$ cat src/rtl/wb2core.sv
// Wishbone pipelined slave bridged to a req/gnt/rvalid core-interface initiator.
// Tracks granted-but-unanswered requests and drains orphaned responses after an abort.
module wb2core #(
    parameter int unsigned ADDR_WIDTH      = 32,
    parameter int unsigned DATA_WIDTH      = 32,
    parameter int unsigned MAX_OUTSTANDING = 2
) (
    input  logic                    clk,
    input  logic                    rst,
    input  logic                    wb_cyc,
    input  logic                    wb_stb,
    input  logic                    wb_we,
    input  logic [ADDR_WIDTH-1:0]   wb_adr,
    input  logic [DATA_WIDTH/8-1:0] wb_sel,
    input  logic [DATA_WIDTH-1:0]   wb_dat_i,
    output logic [DATA_WIDTH-1:0]   wb_dat_o,
    output logic                    wb_ack,
    output logic                    wb_err,
    output logic                    wb_stall,
    output logic                    dev_req,
    input  logic                    dev_gnt,
    output logic [ADDR_WIDTH-1:0]   dev_addr,
    output logic                    dev_we,
    output logic [DATA_WIDTH/8-1:0] dev_be,
    output logic [DATA_WIDTH-1:0]   dev_wdata,
    input  logic                    dev_rvalid,
    input  logic [DATA_WIDTH-1:0]   dev_rdata,
    input  logic                    dev_err
);

    localparam int unsigned CNT_WIDTH = $clog2(MAX_OUTSTANDING + 1);

    logic                 req_valid_q;
    logic                 req_valid_d;
    logic [CNT_WIDTH-1:0] in_flight_q;
    logic [CNT_WIDTH-1:0] in_flight_d;
    logic                 drain_q;
    logic                 drain_d;
    logic [CNT_WIDTH:0]   occupancy;
    logic                 accept;
    logic                 grant;
    logic                 resp;
    logic                 abort;
    logic                 drain_eff;

    assign dev_req   = req_valid_q;
    assign occupancy = {1'b0, in_flight_q} + {{CNT_WIDTH{1'b0}}, req_valid_q};

    // Stalling on occupancy keeps in_flight bounded by MAX_OUTSTANDING.
    assign wb_stall = drain_q
                    | (req_valid_q & ~dev_gnt)
                    | (32'(occupancy) >= MAX_OUTSTANDING);

    assign accept = wb_cyc & wb_stb & ~wb_stall;
    assign grant  = req_valid_q & dev_gnt;
    // A response is only counted when something is (or is just becoming) outstanding.
    assign resp   = dev_rvalid & ((in_flight_q != '0) | grant);

    assign abort     = ~wb_cyc & (req_valid_q | (in_flight_q != '0));
    assign drain_eff = drain_q | abort;

    always_comb begin
        in_flight_d = in_flight_q;
        case ({grant, resp})
            2'b10:   in_flight_d = in_flight_q + CNT_WIDTH'(1);
            2'b01:   in_flight_d = in_flight_q - CNT_WIDTH'(1);
            default: in_flight_d = in_flight_q;
        endcase
    end

    // Accept with req_valid set implies a grant this cycle, so this covers reload.
    assign req_valid_d = accept | (req_valid_q & ~dev_gnt);
    assign drain_d     = drain_eff & (req_valid_d | (in_flight_d != '0));

    always_ff @(posedge clk) begin
        if (rst) begin
            req_valid_q <= 1'b0;
            in_flight_q <= '0;
            drain_q     <= 1'b0;
            wb_ack      <= 1'b0;
            wb_err      <= 1'b0;
            wb_dat_o    <= '0;
            dev_addr    <= '0;
            dev_we      <= 1'b0;
            dev_be      <= '0;
            dev_wdata   <= '0;
        end else begin
            req_valid_q <= req_valid_d;
            in_flight_q <= in_flight_d;
            drain_q     <= drain_d;
            wb_ack      <= resp & ~dev_err & ~drain_eff;
            wb_err      <= resp & dev_err & ~drain_eff;
            if (resp) begin
                wb_dat_o <= dev_rdata;
            end
            if (accept) begin
                dev_addr  <= wb_adr;
                dev_we    <= wb_we;
                dev_be    <= wb_sel;
                dev_wdata <= wb_dat_i;
            end
        end
    end

    a_req_hold: assert property (@(posedge clk) disable iff (rst)
        (dev_req && !dev_gnt) |=> (dev_req && $stable(dev_addr) && $stable(dev_we)
                                   && $stable(dev_be) && $stable(dev_wdata)));

    a_term_excl: assert property (@(posedge clk) disable iff (rst) !(wb_ack && wb_err));

    a_cnt_bound: assert property (@(posedge clk) disable iff (rst)
        32'(in_flight_q) <= MAX_OUTSTANDING);

endmodule

$ cat config.mk
export PLATFORM = sky130hd
export DESIGN_NAME = wb2core
export DESIGN_NICKNAME = d
export VERILOG_FILES = /design/src/rtl/wb2core.sv
export SDC_FILE = /design/constraint.sdc
export NUM_CORES = 1
export LEC_CHECK = 0
export ABC_AREA = 1
export CELL_PAD_IN_SITES_DETAIL_PLACEMENT = 1
export CELL_PAD_IN_SITES_GLOBAL_PLACEMENT = 1
export CORE_MARGIN = 4
export CORE_UTILIZATION = 28
export CTS_BUF_LIST = sky130_fd_sc_hd__clkbuf_4 sky130_fd_sc_hd__clkbuf_8 sky130_fd_sc_hd__clkbuf_16
export CTS_CLUSTER_DIAMETER = 200
export DETAILED_ROUTE_END_ITERATION = 6
export PLACE_DENSITY_LB_ADDON = 0.1
export SYNTH_ARGS = -nofsm -noshare
export SYNTH_HDL_FRONTEND = slang
export SYNTH_SLANG_ARGS = --single-unit
$ cat constraint.sdc
create_clock -name clk -period 3.5 [get_ports clk]
set_input_delay 0.7 -clock clk [delete_from_list [all_inputs] [get_ports clk]]
set_output_delay 0.7 -clock clk [all_outputs]
set_load 0.01 [all_outputs]
* Word level (Yosys, flattened, before mapping)
Index checks and enable logic that the tools add are counted.
** Storage, ports and cells
- Register bits :: 107
- Output and inout bits :: 105
- Logic and storage cells :: 42
** Cells by class
- Add/sub/neg operators :: 3
- Magnitude comparators :: 1
- Equal/unequal tests :: 2
- Mux-type cells :: 1
- Bitwise operators :: 23
- Reductions and logical operators :: 2
** Operators by type and width (number)
- $and 1x1->1 :: 11
- $or 1x1->1 :: 7
- $not 1->1 :: 5
- $pmux 2 s2 :: 1
- $reduce_bool 2->1 :: 2
- $add 2x1->3 :: 1
- $ge 3x2->1 const B :: 1
- $add 2x1->2 const B :: 1
- $eq 2x1->1 const B :: 1
- $eq 2x2->1 const B :: 1
- $sub 2x1->2 const B :: 1

* Logic depth before layout (Yosys ltp)
- Word-level depth :: 9
- Depth in mapped cells :: 13

* Worst setup path after synthesis
No wires, ideal clock.
- Path type :: input -> register
- From :: input port dev_gnt
- To :: register drain_q
- Library setup time :: 0.111 ns
- Data arrival time :: 1.852 ns
- Path slack :: 1.537 ns
- Stages :: 10
- Cells stage by stage :: nand2_1 nand2_1 nand2_1 inv_2 buf_2 ha_1 xor2_1 nand3_1 nor2_1 nor2_1
** On the way
- Cells in the longest elaborated chain, start to end :: 9
- Elaborated cells between the ends (all ways) :: 16
- Those cells by class :: eq/ne: 2; mux: 1; bitwise: 12; reduce/logical: 1
** Ends and longest elaborated chain
- start: declaration :: RTL line 21 : input logic dev_gnt,
- parallel branches: the longest is 7 deep, another holds $eq 2x1->1
- $or 1x1->1 (*) :: RTL line 73 : assign drain_d = drain_eff & (req_valid_d | (in_flight_d != '0));
- $and 1x1->1 (*) :: RTL line 73
- end signal: assignment :: RTL line 90 : drain_q <= drain_d;
- end: declaration :: RTL line 37 : logic drain_q;
Every way passes the cells marked *.
A chain may end at the register's enable or synchronous reset.

* Final worst setup path
- From :: input port dev_gnt
- To :: output port wb_stall
** On the way
- Cells in the longest elaborated chain, start to end :: 4
** Ends and longest elaborated chain
- $not 1->1 :: RTL line 51 : | (req_valid_q & ~dev_gnt)
- $and 1x1->1 :: RTL line 51
- $or 1x1->1 :: RTL line 51
- $or 1x1->1 :: RTL line 52 : | (32'(occupancy) >= MAX_OUTSTANDING);
- end: declaration :: RTL line 19 : output logic wb_stall,
Every way passes these cells.

==> impl_metrics.env <==
export IMPL_tightestPinTransition_ps=654
export IMPL_min_path_cells=2
export IMPL_slew_viol_final=0
export IMPL_grt_pass1_vias=3829
export IMPL_hold_class="reg2reg"
export IMPL_tritoncts="yes"
export IMPL_fin_crit_sh=0.758
export IMPL_cp_max_fo=4
export IMPL_firstDrtPassIters=4
export IMPL_final_area_mm2=0.00633
export IMPL_reg2reg_from="in_flight_q[0]$_SDFF_PP0_"
export IMPL_vdd_drop_max_uv=229
export IMPL_cp_end_kind="primary output"
export IMPL_h_tree_depth=3
export IMPL_status="finished, final reports clean"
export IMPL_place_inst=846
export IMPL_worstSetupStartpointType="input port"
export IMPL_routed_via_density=4.42
export IMPL_path_class="in2out"
export IMPL_routabilityCongestion=0.742
export IMPL_r2r_slack_ps=1890
export IMPL_layout_commonest_cell="clkdlybuf4s50_1"
export IMPL_syn_inst=483
export IMPL_die_area_mm2=0.0153
export IMPL_p_leak_nw=2.42
export IMPL_area_growth_pct=68.4
export IMPL_initial_core_util=0.285
export IMPL_synth_cell_types=19
export IMPL_num_vias=3809
export IMPL_drc=0
export IMPL_antenna_found_initial=1
export IMPL_final_nets=790
export IMPL_synth_cell_area_mm2=0.00376
export IMPL_yosys_warnings=0
export IMPL_hold_path_end="wb_dat_o[18]$_SDFFE_PP0N_"
export IMPL_layout_common_cells="clkdlybuf4s50_1 (212), nor2_1 (208), dfxtp_1 (107)"
export IMPL_grt_pass1_wl_um=19200
export IMPL_hold_buffers=0
export IMPL_power_density_mw_per_mm2=545
export IMPL_synth_top_area_frac=0.570
export IMPL_drt_iter0_drc=153
export IMPL_finalCriticalPeriod_ps=2650
export IMPL_finalNonFillerCells=862
export IMPL_hold_slack_ps=481
export IMPL_numCtsBuffers=9
export IMPL_relSlewSlack=0.564
export IMPL_ys_top_cells_by_area="dfxtp_1 (57%), nor2_1 (21%), o21ai_1 (6.9%), o21ai_0 (6.5%), clkbuf_1 (1.5%)"
export IMPL_fmax_mhz=377
export IMPL_die_w_um=124
export IMPL_cts_root_buf="clkbuf_16"
export IMPL_fin_tns_setup_ps=0
export IMPL_dpl_hpwl_um=9150
export IMPL_yosysTopAreaCell="dfxtp_1"
export IMPL_synth_area_per_cell_um2=7.78
export IMPL_ys_seq_elements=107
export IMPL_cp_data_required_time_ps=2800
export IMPL_rsz0062_at_grt="false"
export IMPL_numPortBuffers=212
export IMPL_gr_total_overflow=0
export IMPL_clk_pin_slew_ps=60
export IMPL_placed_cell_area_mm2=0.00602
export IMPL_wl_um=12500
export IMPL_cap_violations=0
export IMPL_rows=42
export IMPL_cts_buffer_depth=2
export IMPL_skew_ps=6.31
export IMPL_hold_start="wb_dat_o[18]$_SDFFE_PP0N_"
export IMPL_yosysSeqAreaShare=0.570
export IMPL_wl_per_cell_um=14.5
export IMPL_setup_ws_ps=848
export IMPL_grt_max_degree=70
export IMPL_cts_resized=0
export IMPL_io_pins=213
export IMPL_synth_nets=592
export IMPL_insertion_delay_ps=340
export IMPL_die_h_um=124
export IMPL_setup_violations=0
export IMPL_final_hold_violation_count=0
export IMPL_num_antenna_cells=0
export IMPL_reg2reg_to="drain_q$_SDFF_PP0_"
export IMPL_drive_gt1_frac=0.0408
export IMPL_grtUsageTotal=0.161
export IMPL_cts_setup_buffers=0
export IMPL_coreArea_mm2=0.0132
export IMPL_worst_ep_arrival_time_ps=1950
export IMPL_place_ws_ps=846
export IMPL_rr_worst_depth=11
export IMPL_cts_sinks=107
export IMPL_antenna_left=0
## per-layer routing
| metal | vias up | routed length [µm] | GRT usage |
|---|---|---|---|
| met5 | - | 11 | 0 |
| met4 | 2 | 259 | 0.0651 |
| met3 | 16 | 1380 | 0.0727 |
| met2 | 126 | 5870 | 0.264 |
| met1 | 1735 | 5000 | 0.181 |
| li1 | 1930 | - | - |
## state kept, by name, summed over array words and instances, names as in the netlist
name and flops:
in_flight_q 2, wb_err 1, dev_addr 32, dev_we 1, wb_ack 1, dev_be 4, drain_q 1, wb_dat_o 32
dev_req 1, dev_wdata 32
## synth_stat cells (all sizes together)
cell    instances
a21oi           3
buf            12
dfxtp         107
xor2            1
nand2          11
nand3           4
nand4           2
o21ai         101
ha              1
or2             1
clkbuf         19
nor2          209
inv            12
## how the worst max path moves through the flow
stage            start  depth (start not counted)                 end
5_1_grt        dev_gnt                          5            wb_stall
3_3_place_gp   dev_gnt                          5            wb_stall
3_5_place_dp   dev_gnt                          5            wb_stall
4_1_cts        dev_gnt                          5            wb_stall
6_report       dev_gnt                          5            wb_stall
2_1_floorplan  dev_gnt                         10  drain_q$_SDFF_PP0_
## critical path, cell delays in order
cell	delay [ps]
clkdlybuf4s50_1	480
inv_1	40
nand2_1	150
nand3_1	90
clkdlybuf4s50_1	490
## per-stage QoR
stage / utilization / power, mW
floorplan: - / 1.91
global placement: 0.457 / 2.42
detailed placement: 0.457 / 2.45
CTS: 0.480 / 3.51
global route: 0.480 / 3.67
finish: 0.480 / 3.45
## cell type report
class	count	area, µm²
flip-flops and latches	107	2140
repair buffers	218	2190
clock inverters	4	48.8
multi-input cells	333	1420
fillers	1570	6860
well taps	176	220
inverters	12	45.0
clock buffers	12	260
## kinds of logic (layout without fill, tap and decap cells)
logic type	after synthesis	in the layout	synth area share
buffers and inverters	43	246	0.0516
adders and majority gates	1	1	0.00333
DFF	107	107	0.570
xor gates and xnor gates	1	1	0.00233
and+or+nand+nor	227	227	0.235
AOI/OAI and AO/OA	104	104	0.138
## report_power, final
| part | total (mW) | internal [mW] | switching [mW] | leakage (nW) |
|---|---|---|---|---|
| Combinational | 0.945 | 0.505 | 0.440 | 1.38 |
| Sequential | 1.46 | 1.38 | 0.0845 | 0.879 |
| Clock | 1.04 | 0.601 | 0.440 | 0.156 |
(Power assumes the default switching activity.)
